[src/rtl/fifo_rd_stream_pkg.sv]
// Shared types and constants for the FIFO-to-stream read adapter.
package fifo_pkg;

    // Occupancy of the two-entry output buffer.
    typedef enum logic [1:0] {
        ST_EMPTY = 2'd0,
        ST_ONE   = 2'd1,
        ST_TWO   = 2'd2
    } state_t;

    // Width of the optional completed-transfer counter.
    localparam int CNT_W = 32;

endpackage

[src/rtl/fifo_rd_stream_if.sv]
// FIFO read port plus valid/ready stream, grouped into one bundle.
// The master side is the adapter; the slave side is the surrounding FIFO/sink.
interface fifo_rd_stream_if #(
    parameter int WordLength = 8
);
    logic                  flush_i;
    logic                  fifo_empty_i;
    logic [WordLength-1:0] fifo_data_i;
    logic                  fifo_rd_o;
    logic                  m_valid_o;
    logic                  m_ready_i;
    logic [WordLength-1:0] m_data_o;

    modport master (
        input  flush_i,
        input  fifo_empty_i,
        input  fifo_data_i,
        input  m_ready_i,
        output fifo_rd_o,
        output m_valid_o,
        output m_data_o
    );

    modport slave (
        output flush_i,
        output fifo_empty_i,
        output fifo_data_i,
        output m_ready_i,
        input  fifo_rd_o,
        input  m_valid_o,
        input  m_data_o
    );
endinterface

[src/rtl/fifo_rd_stream_buf.sv]
// Two-entry head/tail skid buffer with its occupancy FSM.
// A word popped from the FIFO is captured on the same edge as the pop;
// the head register always drives the output data.
module fifo_rd_buf
    import fifo_pkg::*;
#(
    parameter int WordLength = 8
) (
    input  logic                  clk_i,
    input  logic                  rst_i,
    input  logic                  flush_i,
    input  logic                  pop_i,
    input  logic [WordLength-1:0] pop_data_i,
    input  logic                  ready_i,
    output logic                  valid_o,
    output logic [WordLength-1:0] data_o,
    output state_t                state_o
);

    state_t                state_q;
    state_t                state_d;
    logic [WordLength-1:0] head_q;
    logic [WordLength-1:0] tail_q;
    logic                  xfer;
    logic                  ld_head_new;
    logic                  ld_head_tail;
    logic                  ld_tail;

    // State register: reset empties the buffer immediately.
    always_ff @(posedge clk_i or posedge rst_i) begin
        if (rst_i) begin
            state_q <= ST_EMPTY;
        end else begin
            state_q <= state_d;
        end
    end

    // Next-state: flush wins; otherwise track pops in and transfers out.
    always_comb begin
        state_d = state_q;
        if (flush_i) begin
            state_d = ST_EMPTY;
        end else begin
            case (state_q)
                ST_EMPTY: if (pop_i) state_d = ST_ONE;
                ST_ONE: begin
                    if (pop_i && !xfer)      state_d = ST_TWO;
                    else if (!pop_i && xfer) state_d = ST_EMPTY;
                end
                ST_TWO:   if (xfer) state_d = ST_ONE;
                default:  state_d = ST_EMPTY;
            endcase
        end
    end

    // Outputs and register load enables derived from the current state.
    always_comb begin
        valid_o      = (state_q != ST_EMPTY);
        xfer         = valid_o & ready_i & ~flush_i;
        ld_head_new  = pop_i & ((state_q == ST_EMPTY) | ((state_q == ST_ONE) & xfer));
        ld_head_tail = (state_q == ST_TWO) & xfer;
        ld_tail      = pop_i & (state_q == ST_ONE) & ~xfer;
    end

    // Head/tail data registers; tail slides into head when the head leaves.
    always_ff @(posedge clk_i or posedge rst_i) begin
        if (rst_i) begin
            head_q <= '0;
            tail_q <= '0;
        end else begin
            if (ld_head_new) begin
                head_q <= pop_data_i;
            end else if (ld_head_tail) begin
                head_q <= tail_q;
            end
            if (ld_tail) begin
                tail_q <= pop_data_i;
            end
        end
    end

    assign data_o  = head_q;
    assign state_o = state_q;

endmodule

[src/rtl/fifo_rd_stream.sv]
// Drains a FIFO read port into a valid/ready stream.
// Optional feature: define FIFO_RD_STREAM_CNT_EN to add the 32-bit
// completed-transfer counter on port words_o.
module fifo_rd_stream
    import fifo_pkg::*;
#(
    parameter int WordLength = 8
) (
    input  logic                  clk_i,
    input  logic                  rst_i,
    fifo_rd_stream_if.master      bus
`ifdef FIFO_RD_STREAM_CNT_EN
    ,
    output logic [CNT_W-1:0]      words_o
`endif
);

    state_t state;
    logic   pop;

    // Pop only when there is room; the decision never looks at m_ready_i,
    // so the FIFO read strobe has no combinational path from the sink.
    always_comb begin
        pop = ~bus.fifo_empty_i & ~bus.flush_i & (state != ST_TWO) & ~rst_i;
    end

    assign bus.fifo_rd_o = pop;

    fifo_rd_buf #(
        .WordLength (WordLength)
    ) u_buf (
        .clk_i      (clk_i),
        .rst_i      (rst_i),
        .flush_i    (bus.flush_i),
        .pop_i      (pop),
        .pop_data_i (bus.fifo_data_i),
        .ready_i    (bus.m_ready_i),
        .valid_o    (bus.m_valid_o),
        .data_o     (bus.m_data_o),
        .state_o    (state)
    );

`ifdef FIFO_RD_STREAM_CNT_EN
    logic             xfer;
    logic [CNT_W-1:0] cnt_q;

    // A transfer discarded by a same-cycle flush is not counted.
    always_comb begin
        xfer = bus.m_valid_o & bus.m_ready_i & ~bus.flush_i;
    end

    // Completed-transfer counter; wraps naturally, flush leaves it alone.
    always_ff @(posedge clk_i or posedge rst_i) begin
        if (rst_i) begin
            cnt_q <= '0;
        end else if (xfer) begin
            cnt_q <= cnt_q + CNT_W'(1);
        end
    end

    assign words_o = cnt_q;
`endif

endmodule

[src/flat_wrapper.sv]
// flat-port wrapper written by rule: the top's interface ports become plain ports
module fifo_rd_stream_flat import fifo_pkg::*;
#(
    parameter int WordLength = 8
)
  (clk_i, rst_i, bus_flush_i, bus_fifo_empty_i, bus_fifo_data_i, bus_m_ready_i, bus_fifo_rd_o, bus_m_valid_o, bus_m_data_o);
  fifo_rd_stream_if #(.WordLength(WordLength)) bus_i ();
  input  logic clk_i;
  input  logic rst_i;
  input wire logic [$bits(bus_i.flush_i)-1:0] bus_flush_i;
  input wire logic [$bits(bus_i.fifo_empty_i)-1:0] bus_fifo_empty_i;
  input wire logic [$bits(bus_i.fifo_data_i)-1:0] bus_fifo_data_i;
  input wire logic [$bits(bus_i.m_ready_i)-1:0] bus_m_ready_i;
  output wire logic [$bits(bus_i.fifo_rd_o)-1:0] bus_fifo_rd_o;
  output wire logic [$bits(bus_i.m_valid_o)-1:0] bus_m_valid_o;
  output wire logic [$bits(bus_i.m_data_o)-1:0] bus_m_data_o;
  assign bus_i.flush_i = bus_flush_i;
  assign bus_i.fifo_empty_i = bus_fifo_empty_i;
  assign bus_i.fifo_data_i = bus_fifo_data_i;
  assign bus_i.m_ready_i = bus_m_ready_i;
  assign bus_fifo_rd_o = bus_i.fifo_rd_o;
  assign bus_m_valid_o = bus_i.m_valid_o;
  assign bus_m_data_o = bus_i.m_data_o;
  fifo_rd_stream #(.WordLength(WordLength)) u_core (.clk_i(clk_i), .rst_i(rst_i), .bus(bus_i));
endmodule
[config.mk]
export PLATFORM = sky130hd
export DESIGN_NAME = fifo_rd_stream_flat
export DESIGN_NICKNAME = d
export VERILOG_FILES = /design/src/rtl/fifo_rd_stream_pkg.sv /design/src/rtl/fifo_rd_stream_if.sv /design/src/rtl/fifo_rd_stream_buf.sv /design/src/rtl/fifo_rd_stream.sv /design/src/flat_wrapper.sv
export SDC_FILE = /design/constraint.sdc
export NUM_CORES = 1
export LEC_CHECK = 0
export BUFFER_PORTS_ARGS = -buffer_cell sky130_fd_sc_hd__clkbuf_2
export CAP_MARGIN = 20
export CORE_MARGIN = 2
export CORE_UTILIZATION = 35
export DETAILED_ROUTE_END_ITERATION = 8
export GPL_ROUTABILITY_DRIVEN = 0
export PLACE_DENSITY = 0.65
export SLEW_MARGIN = 0
export SYNTH_ARGS = -nofsm -noshare
export SYNTH_HDL_FRONTEND = slang
export SYNTH_HIERARCHICAL = 1
export SYNTH_SLANG_ARGS = --single-unit
[constraint.sdc]
create_clock -name clk_i -period 3.57 [get_ports clk_i]
set_input_delay 0.357 -clock clk_i [delete_from_list [all_inputs] [get_ports clk_i]]
set_output_delay 0.357 -clock clk_i [all_outputs]
set_load 0.03 [all_outputs]
==> flow_metrics.env, run 1 <==
export IMPL_leakage_nw=0.594
export IMPL_initial_core_util_pct=37.2
export IMPL_fin_util_pct=42.6
export IMPL_ir_drop_mv=0.277
export IMPL_skew_ns=0.00543
export IMPL_grtUsageTotal_pct=12.7
export IMPL_worstPathMaxFanout=12
export IMPL_avgViaCountPerCell=5.44
export IMPL_syn_to_final_growth_pct=14.4
export IMPL_power_frac_seq_pct=53.5
export IMPL_syn_area_sq_um=931
export IMPL_clock_path_buffers=2
export IMPL_cpLargestDelayFamily="compound AO/OA/AOI/OAI gates"
export IMPL_synth_most_common_cell="dfrtp_1"
export IMPL_fin_area_sq_um=1060
export IMPL_finalPower_uw=482
export IMPL_ys_async_sr_fraction_pct=100
export IMPL_synth_main_ff_cell="dfrtp_1"
export IMPL_drive_gt1_share_pct=34.8
export IMPL_grt_max_degree=19
export IMPL_synth_seq_cells=18
export IMPL_dr_pass1_iters=4
export IMPL_yosys_area_top_type="dfrtp_1"
export IMPL_fp_row_count=18
export IMPL_dpl_cell_area_sq_um=1040
export IMPL_synth_edff_count=0
export IMPL_syn_area_per_cell_sq_um=13.1
export IMPL_die_area_sq_um=3090
export IMPL_outcome="finished, final reports clean"
export IMPL_finalHoldViolCount=0
export IMPL_clk_pin_slew_ns=0.10
export IMPL_end_kind="flip-flop"
export IMPL_cts_made_buffers=3
export IMPL_power_switching_uw=152
export IMPL_cts_max_level=1
export IMPL_grt_antenna_before_repair=0
export IMPL_clk_latency_ns=0.29
export IMPL_internal_power_uw=330
export IMPL_seq_area_frac_synth_pct=48.4
export IMPL_p_clk_share_pct=20.5
export IMPL_cp_required_ns=3.75
export IMPL_worstHoldPathType="in2async"
export IMPL_cts_resized=0
export IMPL_synthTopCellsByArea="dfrtp_1 48%, mux2_1 9.7%, a221o_1 8.6%, o211a_1 8.6%, nor2b_1 4.7%"
export IMPL_hold_ws_ns=0.165
export IMPL_gr_total_overflow=0
export IMPL_synth_common_cells="18 x dfrtp_1, 8 x a221o_1, 8 x mux2_1, 8 x o211a_1, 7 x nor2b_1"
export IMPL_cts_setup_buffers=0
export IMPL_crit_buf_inv=1
export IMPL_min_period_ns=2.30
export IMPL_worst_setup_path_type="reg2reg"
export IMPL_worst_path_max_delay_cell="dfrtp_1"
export IMPL_post_drt_wl_per_cell_um=15.4
export IMPL_rrSetupSlack_ns=1.27
export IMPL_drtIter0Drc=19
export IMPL_io_buffers=22
export IMPL_syn_inst=71
export IMPL_wirelength_um=1880
export IMPL_power_density_nw_per_um2=453
export IMPL_synth_nets=84
export IMPL_path_cells="inv_1 -> a2111oi_2 -> and2b_1 -> o21ai_2 -> a221o_1"
export IMPL_p_sw_share_pct=31.6
export IMPL_arrival_ns=2.48
export IMPL_r2r_cells=5
export IMPL_drv_slew=0
export IMPL_drc=0
export IMPL_ant_nets=0
export IMPL_yosysUniqueCellTypes=22
export IMPL_coreArea_sq_um=2500
export IMPL_vias=664
export IMPL_fin_crit_sh_pct=64.5
export IMPL_max_stage_delay_ns=0.52
export IMPL_r2r_end="u_core/u_buf/data_o[0]"
export IMPL_finalSetupViolCount=0
export IMPL_holdBufCountCts=0
export IMPL_final_nets=107
export IMPL_setup_tns_ns=0
export IMPL_rsz0062_at_grt="no"
export IMPL_dp_hpwl_um=1300
export IMPL_clock_sinks=18
export IMPL_r2r_start="u_core/u_buf/state_o[0]"
export IMPL_yosys_warnings=6
export IMPL_grt_pass1_vias=674
export IMPL_cts_root_buf="clkbuf_4"
export IMPL_die_x_um=55.6
export IMPL_synth_top_area_share_pct=48.4
export IMPL_diodes=0
export IMPL_maxSlewHeadroom_pct=53.9
export IMPL_cp_num_cells=5
export IMPL_drv_cap=0
export IMPL_power_share_combinational_pct=26.0
export IMPL_fmax_mhz=434
export IMPL_grt_first_pass_wirelength_um=3120
export IMPL_cts_tree="yes"
export IMPL_die_h_um=55.6
export IMPL_io_pins=23
export IMPL_tightestPinTransition_ns=0.691
export IMPL_start_kind="flip-flop"
-- layout by cell type, fill, tap and decap left out, drive strengths merged --
cell type / instances
clkbuf: 25
nand3b: 1
nor2b: 9
a221o: 8
mux2: 8
or2: 2
o211a: 8
inv: 3
and4bb: 1
dfrtp: 18
a2111oi: 1
and2b: 1
a21oi: 2
mux2i: 1
o32ai: 1
nor3b: 1
nor3: 1
o21ai: 1
-- power groups by stage --
| stage | registers [mW] | clock network (mW) | logic [mW] |
|---|---|---|---|
| 3_3_place_gp | 0.259 | 0 | 0.125 |
| 2_1_floorplan | 0.289 | 0 | 0.0597 |
| 5_1_grt | 0.262 | 0.113 | 0.135 |
| 4_1_cts | 0.257 | 0.103 | 0.127 |
| 6_report | 0.258 | 0.0989 | 0.125 |
| 3_5_place_dp | 0.260 | 0 | 0.127 |
-- per-layer routing --
layer | part of all wire [%] | track usage, % | vias to the layer above
met5 | 0 | 0 | -
met4 | 0 | 5.23 | 0
met3 | 4.5 | 3.26 | 0
met2 | 50 | 19.7 | 17
met1 | 45 | 16.8 | 333
li1 | - | - | 314
-- worst reg2reg max path, stage by stage, from the launching register on --
cell,delay [ns]
dfrtp_1,0.52
inv_1,0.09
a2111oi_2,0.51
and2b_1,0.47
o21ai_2,0.25
a221o_1,0.36
-- layout make-up --
cell class	instances	area, sq um
clock buffers	3	22.5
flip-flops and latches	18	450
inverters	3	11.3
multi-input cells	46	433
repair buffers	22	110
well taps	30	37.5
fillers	259	1440
-- worst max path at each step --
| stage | slack (ns) | startpoint | endpoint |
|---|---|---|---|
| 6_report | 1.27 | u_core/u_buf/state_o[0] | u_core/u_buf/data_o[0] |
| 5_1_grt | 1.08 | u_core/u_buf/state_o[0] | u_core/u_buf/tail_q[0] |
| 4_1_cts | 1.29 | u_core/u_buf/state_o[0] | u_core/u_buf/tail_q[7] |
| 3_5_place_dp | 1.29 | u_core/u_buf/state_o[0] | u_core/u_buf/tail_q[7] |
| 3_3_place_gp | 1.40 | u_core/u_buf/state_o[0] | u_core/u_buf/tail_q[2] |
| 2_1_floorplan | 1.38 | u_core/u_buf/state_o[0] | u_core/u_buf/tail_q[0] |
-- cell families (layout without fill, tap and decap cells) --
family / after synthesis / after routing / synth area share [%]
flip-flops: 18 / 18 / 48.4
AND/OR/NAND/NOR: 16 / 16 / 14.0
AO/OA/AOI/OAI: 21 / 21 / 21.8
multiplexers: 9 / 9 / 10.8
buffers and inverters: 7 / 28 / 5.11
-- stage by stage --
step	setup slack, ns	cells
after global placement	1.40	119
after global routing	1.08	122
after floorplan	1.38	71
after detailed placement	1.29	119
final	1.27	122
after CTS	1.29	122
-- sequential cells by signal, indices dropped and copies added, names as in the netlist --
name / count
u_core/u_buf/data_o: 8
u_core/u_buf/tail_q: 8
u_core/u_buf/state_o: 2
(Power assumes the default switching activity.)
==> run 2, diff against run 1 <==
==> constraint.sdc (replaced) <==
create_clock -name clk_i -period 2.25 [get_ports clk_i]
set_input_delay 0.225 -clock clk_i [delete_from_list [all_inputs] [get_ports clk_i]]
set_output_delay 0.225 -clock clk_i [all_outputs]
set_load 0.03 [all_outputs]
==> run 2 against run 1 <==
Against the previous run:
- critical path depth decreased by 1
- non-clock buffer count increased by 4
- sequential cell count unchanged
- total power increased by 67%
- clock skew increased by 0.0023 ns
- register-to-register slack got worse by 0.92 ns
- hold slack got worse by 0.14 ns
- combinational power increased by 65%
- cell area increased by 4.1%
- sequential power increased by 57%
- die area unchanged
- critical path type unchanged
==> flow_metrics.env, run 2 (same netlist as run 1, synthesis figures left out) <==
export IMPL_internal_power_uw=564
export IMPL_grt_max_degree=19
export IMPL_fin_area_sq_um=1110
export IMPL_setup_tns_ns=0
export IMPL_drc=0
export IMPL_die_h_um=55.6
export IMPL_crit_buf_inv=0
export IMPL_p_sw_share_pct=30.0
export IMPL_cts_made_buffers=3
export IMPL_grt_first_pass_wirelength_um=3080
export IMPL_fmax_mhz=525
export IMPL_tightestPinTransition_ns=0.668
export IMPL_r2r_end="u_core/u_buf/tail_q[3]"
export IMPL_max_stage_delay_ns=0.46
export IMPL_die_x_um=55.6
export IMPL_min_period_ns=1.90
export IMPL_syn_to_final_growth_pct=19.1
export IMPL_wirelength_um=1830
export IMPL_drive_gt1_share_pct=38.1
export IMPL_rsz0062_at_grt="no"
export IMPL_vias=661
export IMPL_outcome="finished, final reports clean"
export IMPL_avgViaCountPerCell=5.20
export IMPL_startpoint="u_core/u_buf/state_o[1]"
export IMPL_io_pins=23
export IMPL_gr_total_overflow=0
export IMPL_holdBufCountCts=0
export IMPL_cp_num_cells=4
export IMPL_finalHoldViolCount=0
export IMPL_arrival_ns=2.09
export IMPL_finalSetupViolCount=0
export IMPL_grt_antenna_before_repair=0
export IMPL_hold_ws_ns=0.0282
export IMPL_rrSetupSlack_ns=0.35
export IMPL_path_cells="a2111oi_2 -> and2b_1 -> nand3b_4 -> mux2_1"
export IMPL_ant_nets=0
export IMPL_dpl_cell_area_sq_um=1070
export IMPL_drv_slew=0
export IMPL_skew_ns=0.00769
export IMPL_grtUsageTotal_pct=12.5
export IMPL_multi_input_area_sq_um=433
export IMPL_drtIter0Drc=11
export IMPL_dp_hpwl_um=1310
export IMPL_worst_path_max_delay_cell="dfrtp_1"
export IMPL_finalNonFillerCells=127
export IMPL_clock_sinks=18
export IMPL_cts_max_level=1
export IMPL_placedCellCount=123
export IMPL_cts_setup_buffers=0
export IMPL_power_switching_uw=241
export IMPL_fillers=257
export IMPL_power_density_nw_per_um2=726
export IMPL_fin_crit_sh_pct=84.6
export IMPL_die_area_sq_um=3090
export IMPL_grt_pass1_vias=695
export IMPL_drv_cap=0
export IMPL_end_kind="flip-flop"
export IMPL_diodes=0
export IMPL_p_clk_share_pct=24.2
export IMPL_crit_end="u_core/u_buf/tail_q[3]"
export IMPL_cpLargestDelayFamily="simple AND/OR/NAND/NOR gates"
export IMPL_power_frac_seq_pct=50.1
export IMPL_start_kind="flip-flop"
export IMPL_worstHoldPathType="in2async"
export IMPL_fp_row_count=18
export IMPL_worstPathMaxFanout=9
export IMPL_final_common_cell="clkbuf_2"
export IMPL_clk_latency_ns=0.29
export IMPL_worst_setup_path_type="reg2reg"
export IMPL_cts_root_buf="clkbuf_4"
export IMPL_r2r_start="u_core/u_buf/state_o[1]"
export IMPL_seqCellArea_sq_um=450
export IMPL_dr_pass1_iters=5
export IMPL_clk_pin_slew_ns=0.10
export IMPL_post_drt_wl_per_cell_um=14.4
export IMPL_fin_ws_ns=0.346
export IMPL_cts_resized=0
export IMPL_mostFrequentLayoutCells="22 x clkbuf_2, 18 x dfrtp_1, 8 x o211a_1, 8 x a221o_1, 8 x mux2_1"
export IMPL_ir_drop_mv=0.422
export IMPL_maxSlewHeadroom_pct=55.4
export IMPL_leakage_nw=0.622
export IMPL_power_share_combinational_pct=25.6
export IMPL_clock_path_buffers=2
export IMPL_io_buffers=22
export IMPL_r2r_cells=4
export IMPL_coreArea_sq_um=2500
export IMPL_final_nets=111
export IMPL_cts_tree="yes"
export IMPL_initial_core_util_pct=37.2
export IMPL_cp_required_ns=2.43
export IMPL_place_ws_ns=0.361
run 2: final cells by class:
cell class                 count  share of cell area, %
sequential                    18                   40.6
inverter                       3                   1.02
clock buffer                   4                   3.27
tap                           30                   3.39
multi-input combinational     46                   39.1
timing repair buffer          26                   12.6
run 2: worst min path at each step:
stage | slack [ns] | endpoint | startpoint
2_1_floorplan | 0.16 | u_core/u_buf/data_o[0] | rst_i
3_3_place_gp | 0.37 | u_core/u_buf/state_o[0] | rst_i
3_5_place_dp | 0.37 | u_core/u_buf/state_o[0] | rst_i
4_1_cts | 0.04 | u_core/u_buf/state_o[1] | rst_i
5_1_grt | 0.07 | u_core/u_buf/state_o[1] | rst_i
6_report | 0.03 | u_core/u_buf/state_o[1] | rst_i
run 2: layer usage:
metal | vias up | global-route usage, % | routed length (um)
met3 | 2 | 3.02 | 102
met2 | 15 | 19.4 | 858
met5 | - | 0 | 0
met4 | 0 | 6.27 | 9
li1 | 323 | - | -
met1 | 321 | 16.3 | 862
run 2: stage by stage:
step / total power [mW] / utilization [%]
after global routing: 0.858 / 44.3
after CTS: 0.817 / 44.3
after global placement: 0.614 / 42.9
after detailed placement: 0.619 / 42.9
after floorplan: 0.553 / -
final: 0.805 / 44.3
run 2: power by group through the flow:
stage | clock network (mW) | registers, mW | logic (mW)
floorplan | 0 | 0.459 | 0.0947
global placement | 0 | 0.409 | 0.205
detailed placement | 0 | 0.410 | 0.208
CTS | 0.203 | 0.405 | 0.210
global route | 0.224 | 0.413 | 0.221
finish | 0.195 | 0.404 | 0.206
